### config.mk
export PLATFORM = sky130hd
export DESIGN_NAME = serial_frame_tx
export DESIGN_NICKNAME = d
export VERILOG_FILES = /design/src/rtl/serial_frame_tx_pkg.sv /design/src/rtl/tx_hold_buf.sv /design/src/rtl/serial_frame_tx.sv
export SDC_FILE = /design/constraint.sdc
export NUM_CORES = 1
export LEC_CHECK = 0
export ABC_CLOCK_PERIOD_IN_PS = 2400
export CORE_ASPECT_RATIO = 0.6
export CORE_MARGIN = 5
export CORE_UTILIZATION = 35
export CTS_CLUSTER_SIZE = 24
export DETAILED_ROUTE_END_ITERATION = 8
export GPL_ROUTABILITY_DRIVEN = 0
export PLACE_DENSITY_LB_ADDON = 0.05
export SLEW_MARGIN = 25
export SYNTH_ARGS = -nofsm -noshare
export SYNTH_HDL_FRONTEND = slang
export SYNTH_SLANG_ARGS = --single-unit
export TNS_END_PERCENT = 1
### constraint.sdc
create_clock -name clk -period 2.4 [get_ports clk]
set_clock_uncertainty 0.15 [all_clocks]
set_input_delay 0.6 -clock clk [delete_from_list [all_inputs] [get_ports clk]]
set_output_delay 0.6 -clock clk [all_outputs]
set_load 0.01 [all_outputs]
### src/rtl/serial_frame_tx_pkg.sv
// Definitions shared by both ends of the one-wire serial link: FSM encodings,
// framing line levels and the frame length.
package serial_frame_tx_pkg;

    typedef enum logic [2:0] {
        ST_IDLE   = 3'd0,
        ST_START  = 3'd1,
        ST_GUARD  = 3'd2,
        ST_PARITY = 3'd3,
        ST_DATA   = 3'd4,
        ST_STOP   = 3'd5,
        ST_GAP    = 3'd6
    } tx_state_e;

    localparam logic LVL_START = 1'b1;
    localparam logic LVL_GUARD = 1'b1;
    localparam logic LVL_STOP  = 1'b1;
    localparam logic LVL_IDLE  = 1'b0;

    // START + GUARD + PARITY + payload + STOP
    function automatic int frame_len(input int bit_len);
        return bit_len + 4;
    endfunction

endpackage

### src/rtl/tx_hold_buf.sv
// One-entry valid/ready holding register for the next word to be framed.
module tx_hold_buf #(
    parameter int W = 8
) (
    input  logic         clk,
    input  logic         rst,
    input  logic         push,
    input  logic [W-1:0] din,
    input  logic         pop,
    output logic         full,
    output logic [W-1:0] dout
);

    logic         full_q, full_d;
    logic [W-1:0] data_q, data_d;

    always_comb begin
        full_d = full_q;
        data_d = data_q;
        if (pop) begin
            full_d = 1'b0;
        end
        // A push on the same edge as a pop refills the entry.
        if (push) begin
            full_d = 1'b1;
            data_d = din;
        end
    end

    always_ff @(posedge clk or posedge rst) begin
        if (rst) begin
            full_q <= 1'b0;
            data_q <= '0;
        end else begin
            full_q <= full_d;
            data_q <= data_d;
        end
    end

    assign full = full_q;
    assign dout = data_q;

endmodule

### src/rtl/serial_frame_tx.sv
// Parallel-to-serial framer: START, GUARD, even PARITY, payload LSB first,
// STOP, then an idle-low gap, one bit per clock on channel_out.
module serial_frame_tx
    import serial_frame_tx_pkg::*;
#(
    parameter int BIT_LEN  = 7,
    parameter int IDLE_GAP = 2
) (
    input  logic               clk,
    input  logic               rst,
    input  logic [BIT_LEN-1:0] data_in,
    input  logic               valid_in,
    output logic               ready_out,
    input  logic               parity_flip,
    output logic               channel_out,
    output logic               busy
);

    localparam int BCW = $clog2(BIT_LEN + 1);
    localparam int GCW = $clog2(IDLE_GAP + 1);
    localparam logic [BCW-1:0] BIT_LAST = BCW'(BIT_LEN - 1);
    localparam logic [GCW-1:0] GAP_LAST = GCW'(IDLE_GAP - 1);
    localparam logic [BCW-1:0] BIT_ONE  = BCW'(1);
    localparam logic [GCW-1:0] GAP_ONE  = GCW'(1);

    tx_state_e          state_q, state_d;
    logic [BIT_LEN-1:0] shift_q, shift_d;
    logic [BCW-1:0]     bit_cnt_q, bit_cnt_d;
    logic [GCW-1:0]     gap_cnt_q, gap_cnt_d;
    logic               parity_q, parity_d;
    logic               chan_q, chan_d;

    logic               hold_full;
    logic [BIT_LEN:0]   hold_dout;
    logic               hold_push;
    logic               load;

    assign hold_push = valid_in & ~hold_full;

    tx_hold_buf #(
        .W(BIT_LEN + 1)
    ) u_hold (
        .clk  (clk),
        .rst  (rst),
        .push (hold_push),
        .din  ({parity_flip, data_in}),
        .pop  (load),
        .full (hold_full),
        .dout (hold_dout)
    );

    always_comb begin
        state_d   = state_q;
        shift_d   = shift_q;
        bit_cnt_d = bit_cnt_q;
        gap_cnt_d = gap_cnt_q;
        parity_d  = parity_q;
        chan_d    = chan_q;
        load      = 1'b0;

        // chan_d is the level of the state being entered, so the line is a pure flop.
        case (state_q)
            ST_IDLE: begin
                chan_d = LVL_IDLE;
                load   = hold_full;
            end
            ST_START: begin
                state_d = ST_GUARD;
                chan_d  = LVL_GUARD;
            end
            ST_GUARD: begin
                state_d = ST_PARITY;
                chan_d  = parity_q;
            end
            ST_PARITY: begin
                state_d   = ST_DATA;
                bit_cnt_d = '0;
                chan_d    = shift_q[0];
                shift_d   = shift_q >> 1;
            end
            ST_DATA: begin
                if (bit_cnt_q == BIT_LAST) begin
                    state_d = ST_STOP;
                    chan_d  = LVL_STOP;
                end else begin
                    bit_cnt_d = bit_cnt_q + BIT_ONE;
                    chan_d    = shift_q[0];
                    shift_d   = shift_q >> 1;
                end
            end
            ST_STOP: begin
                state_d   = ST_GAP;
                gap_cnt_d = '0;
                chan_d    = LVL_IDLE;
            end
            ST_GAP: begin
                chan_d = LVL_IDLE;
                if (gap_cnt_q == GAP_LAST) begin
                    state_d = ST_IDLE;
                    load    = hold_full;
                end else begin
                    gap_cnt_d = gap_cnt_q + GAP_ONE;
                end
            end
            default: begin
                state_d = ST_IDLE;
                chan_d  = LVL_IDLE;
            end
        endcase

        // Loading from the hold register starts the next frame on this same edge.
        if (load) begin
            state_d  = ST_START;
            chan_d   = LVL_START;
            shift_d  = hold_dout[BIT_LEN-1:0];
            parity_d = (^hold_dout[BIT_LEN-1:0]) ^ hold_dout[BIT_LEN];
        end
    end

    always_ff @(posedge clk or posedge rst) begin
        if (rst) begin
            state_q   <= ST_IDLE;
            shift_q   <= '0;
            bit_cnt_q <= '0;
            gap_cnt_q <= '0;
            parity_q  <= 1'b0;
            chan_q    <= LVL_IDLE;
        end else begin
            state_q   <= state_d;
            shift_q   <= shift_d;
            bit_cnt_q <= bit_cnt_d;
            gap_cnt_q <= gap_cnt_d;
            parity_q  <= parity_d;
            chan_q    <= chan_d;
        end
    end

    assign channel_out = chan_q;
    assign ready_out   = ~hold_full;
    assign busy        = (state_q != ST_IDLE) | hold_full;

endmodule

==> metrics.md, run 1 <==
| Metric | Value |
|---|---|
| Final net count | `163` |
| Row count | `17` |
| Pin count of the biggest net entering global routing | `27` |
| Residual DRC | `0` |
| Wire length per cell | `approximately 14 um` |
| Routed Antenna Nets | `0` |
| Core Box Area | `between 3000 and 4000 um^2` |
| Die Footprint | `5160 um^2` |
| Vias in the first global route | `around 1000` |
| Hold-fix buffers, CTS | `0` |
| Reg2reg start | `bit_cnt_q[0]` |
| Share of post-route cells with drive strength above 1 | `14.2%` |
| Post-Syn Area | `1330 um^2` |
| Final WL | `2760 um` |
| CP required | `1.65 ns` |
| CTS clk-pin slew, worst paths | `0.09 ns` |
| Setup crit end | `busy` |
| Postcts setup bufs | `0` |
| Dominant synthesized flop cell | `dfrtp_1` |
| Cells after synthesis | `131` |
| Max cap viols | `0` |
| I/O Buffers | `13` |
| Starting Density | `36.2%` |
| Syn_nets | `145` |
| CTS tree | `done` |
| Pre-CTS setup slack | `0.378 ns` |
| Flop-to-flop setup slack | `approximately 0.35 ns` |
| Asr flop ratio synth | `100%` |
| LEAKAGE | `slightly below 0.7 nW` |
| Seq/Total Area, Yosys | `about half` |
| Fin crit period | `approximately 2.2 ns` |
| Post-Syn Area per Cell | `10.1 um^2` |
| Post-cts resize count | `0` |
| Setup CP Type | `reg2out` |
| Critical-path top delay cell | `clkdlybuf4s50_1` |
| Reg2reg path depth | `6` |
| Total power | `between 0.002 and 0.0025 W` |
| CTS root buf | `clkbuf_8` |
| Clock Path Buffers | `2` |
| Drt pass-1 iters | `4` |
| Sink Count | `26` |
| Crit path largest cell delay | `approximately 0.5 ns` |
| Outcome | `finished clean` |
| DP HPWL | `2000 um` |
| Total GRT Usage | `~12%` |
| First-pass GRT wire length | `4920 um` |
| Clk_lat worst skew | `0.27 ns` |
| RSZ-0062 raised after global routing | `false` |
| Die X-Extent | `a little under 90 um` |
| CTS buffer count | `3` |
| Via-to-Cell Ratio | `between 5 and 6` |
| Vias | `978` |
| Worst Path Arrival | `around 1.5 ns` |
| Synth Register Bits | `26` |
| Inst Count DP | `191` |
| Maximum vdd drop | `0.000525 V` |
| EDFF count, synth | `0` |
| Final Max Tran Viols | `0` |
| Initial antenna violation count | `0` |
| Setup TNS | `0 ns` |
| Total grt overflow | `0` |
| PnR worst setup slack | `0.179 ns` |
| Worst-margin pin slew | `0.550 ns` |
| Count of final setup violators | `0` |
| N_diodes | `0` |
| Fmax | `450 MHz` |
| Critical R2R Capture | `shift_q[2]` |
| Critical Path Start Type | `flip-flop` |
| Crit path from | `state_q[0]` |
| DIE HEIGHT | `57.7 um` |
| Iteration-0 DRC Markers | `36` |
| Critical Path Sink Type | `output pin` |
| H-tree depth | `1` |
| Slew HR | `63.3%` |
| Final Hold Fails | `0` |
| Final period util | `92.6%` |
| I/O Pins | `14` |
| Cell Chain, Critical Path | `nor2_2 > nand2_1 > clkdlybuf4s50_1` |
| Pwr dens | `1520 nW/um^2` |
| Layout Cells excl Fill | `around 200` |
| HP Class | `reg2reg` |
| Area growth syn-to-layout | `20.8%` |
| Maximum fanout along the worst path | `3` |
| Yosys cell types | `27` |
| Synthesis Warnings | `0` |
-- layout make-up --
type                    instances  area (um^2)
repair buffers                 19          175
multi-input cells              93          622
fillers                       360         2060
inverters                       6         22.5
well taps                      47         58.8
flip-flops and latches         26          651
clock inverters                 1         30.0
clock buffers                   3         41.3
-- sequential cells by signal, indices dropped and copies added (netlist names) --
name / cells
u_hold.dout: 8
shift_q: 7
bit_cnt_q: 3
state_q: 3
gap_cnt_q: 2
channel_out: 1
parity_q: 1
u_hold.full: 1
-- cell usage after synthesis (2+ instances only) --
master,instances,area share (%)
nor3_1,2,0.76
nand2_1,17,4.8
xnor2_1,7,4.6
mux2_2,8,6.8
nor2_1,8,2.3
dfrtp_1,26,49
a21o_1,2,1.1
a211oi_1,3,1.7
inv_1,6,1.7
clkbuf_1,3,0.85
a21oi_1,17,6.4
a2bb2oi_1,6,4.0
a22o_1,2,1.3
nor2b_1,4,1.9
o21ai_0,5,1.9
nand3_1,2,0.76
ha_1,3,2.8
-- worst max-delay path: cells and delay by family, from the launching register on --
kind | cells | cell delay, ns
flip-flops | 1 | 0.40
buffers and inverters | 1 | 0.49
AND/OR/NAND/NOR | 2 | 0.32
-- metal layers --
layer  share of wire, %  up-vias  track usage, %
met5                  0        -               0
met4               0.44        0            2.55
met3                4.1        2            3.98
met2                 40       14            15.5
met1                 55      468            19.8
li1                   -      494               -
-- placed cells by master, fill, tap and decap left out --
cell type,Yosys,routed
dfrtp_1,26,26
a21oi_1,17,17
nand2_1,17,17
clkdlybuf4s50_1,0,13
mux2_2,8,8
nor2_1,8,7
xnor2_1,7,7
inv_1,6,6
a2bb2oi_1,6,6
buf_4,0,6
o21ai_0,5,5
nor2b_1,4,4
a211oi_1,3,3
ha_1,3,3
clkbuf_8,0,3
a22o_1,2,2
nor3_1,2,2
a21o_1,2,2
nand3_1,2,2
nand2_2,1,1
a2111oi_4,1,1
o32ai_1,1,1
nor2_2,0,1
and3b_1,1,1
a31oi_1,1,1
a311oi_1,1,1
o31ai_1,1,1
bufinv_16,0,1
-- kinds of logic (layout without fill, tap and decap cells) --
logic type / count (synthesis) / after routing / synth area share, %
buffers and inverters: 12 / 29 / 4.15
and+or+nand+nor: 35 / 35 / 11.6
muxes: 8 / 8 / 6.80
DFF: 26 / 26 / 49.1
xor gates and xnor gates: 7 / 7 / 4.63
adders and majority gates: 3 / 3 / 2.83
AOI/OAI and AO/OA: 40 / 40 / 20.9
-- stage by stage --
stage	hold slack, ns	utilization, %	instance area (um^2)
after CTS	0.381	43.7	1600
after floorplan	0.316	-	1330
final	0.375	43.7	1600
after detailed placement	0.358	41.7	1530
after global routing	0.400	43.7	1600
after global placement	0.340	41.7	1530
-- worst min path at each step --
stage                    to  depth (start not counted)  slack, ns          from
6_report       gap_cnt_q[1]                          1       0.38  gap_cnt_q[1]
3_3_place_gp   gap_cnt_q[1]                          1       0.34  gap_cnt_q[1]
2_1_floorplan  gap_cnt_q[1]                          1       0.32  gap_cnt_q[1]
4_1_cts        gap_cnt_q[1]                          1       0.38  gap_cnt_q[1]
5_1_grt        gap_cnt_q[1]                          1       0.40  gap_cnt_q[1]
3_5_place_dp   gap_cnt_q[1]                          1       0.36  gap_cnt_q[1]
-- power by group --
part           leakage, nW  switching (W)  total [W]  internal (W)
logic                0.326       0.000641    0.00125      0.000611
registers            0.313       0.000163   0.000819      0.000656
clock network       0.0357       0.000140   0.000363      0.000223
total                0.674       0.000943    0.00243       0.00149
No activity file was read; power rests on OpenSTA's default activity.
==> inputs of run 2 (changes only) <==
- GPL_ROUTABILITY_DRIVEN: 0 -> default
==> results of run 2 <==
Final layout, timing and power as in run 1 (identical DEF).
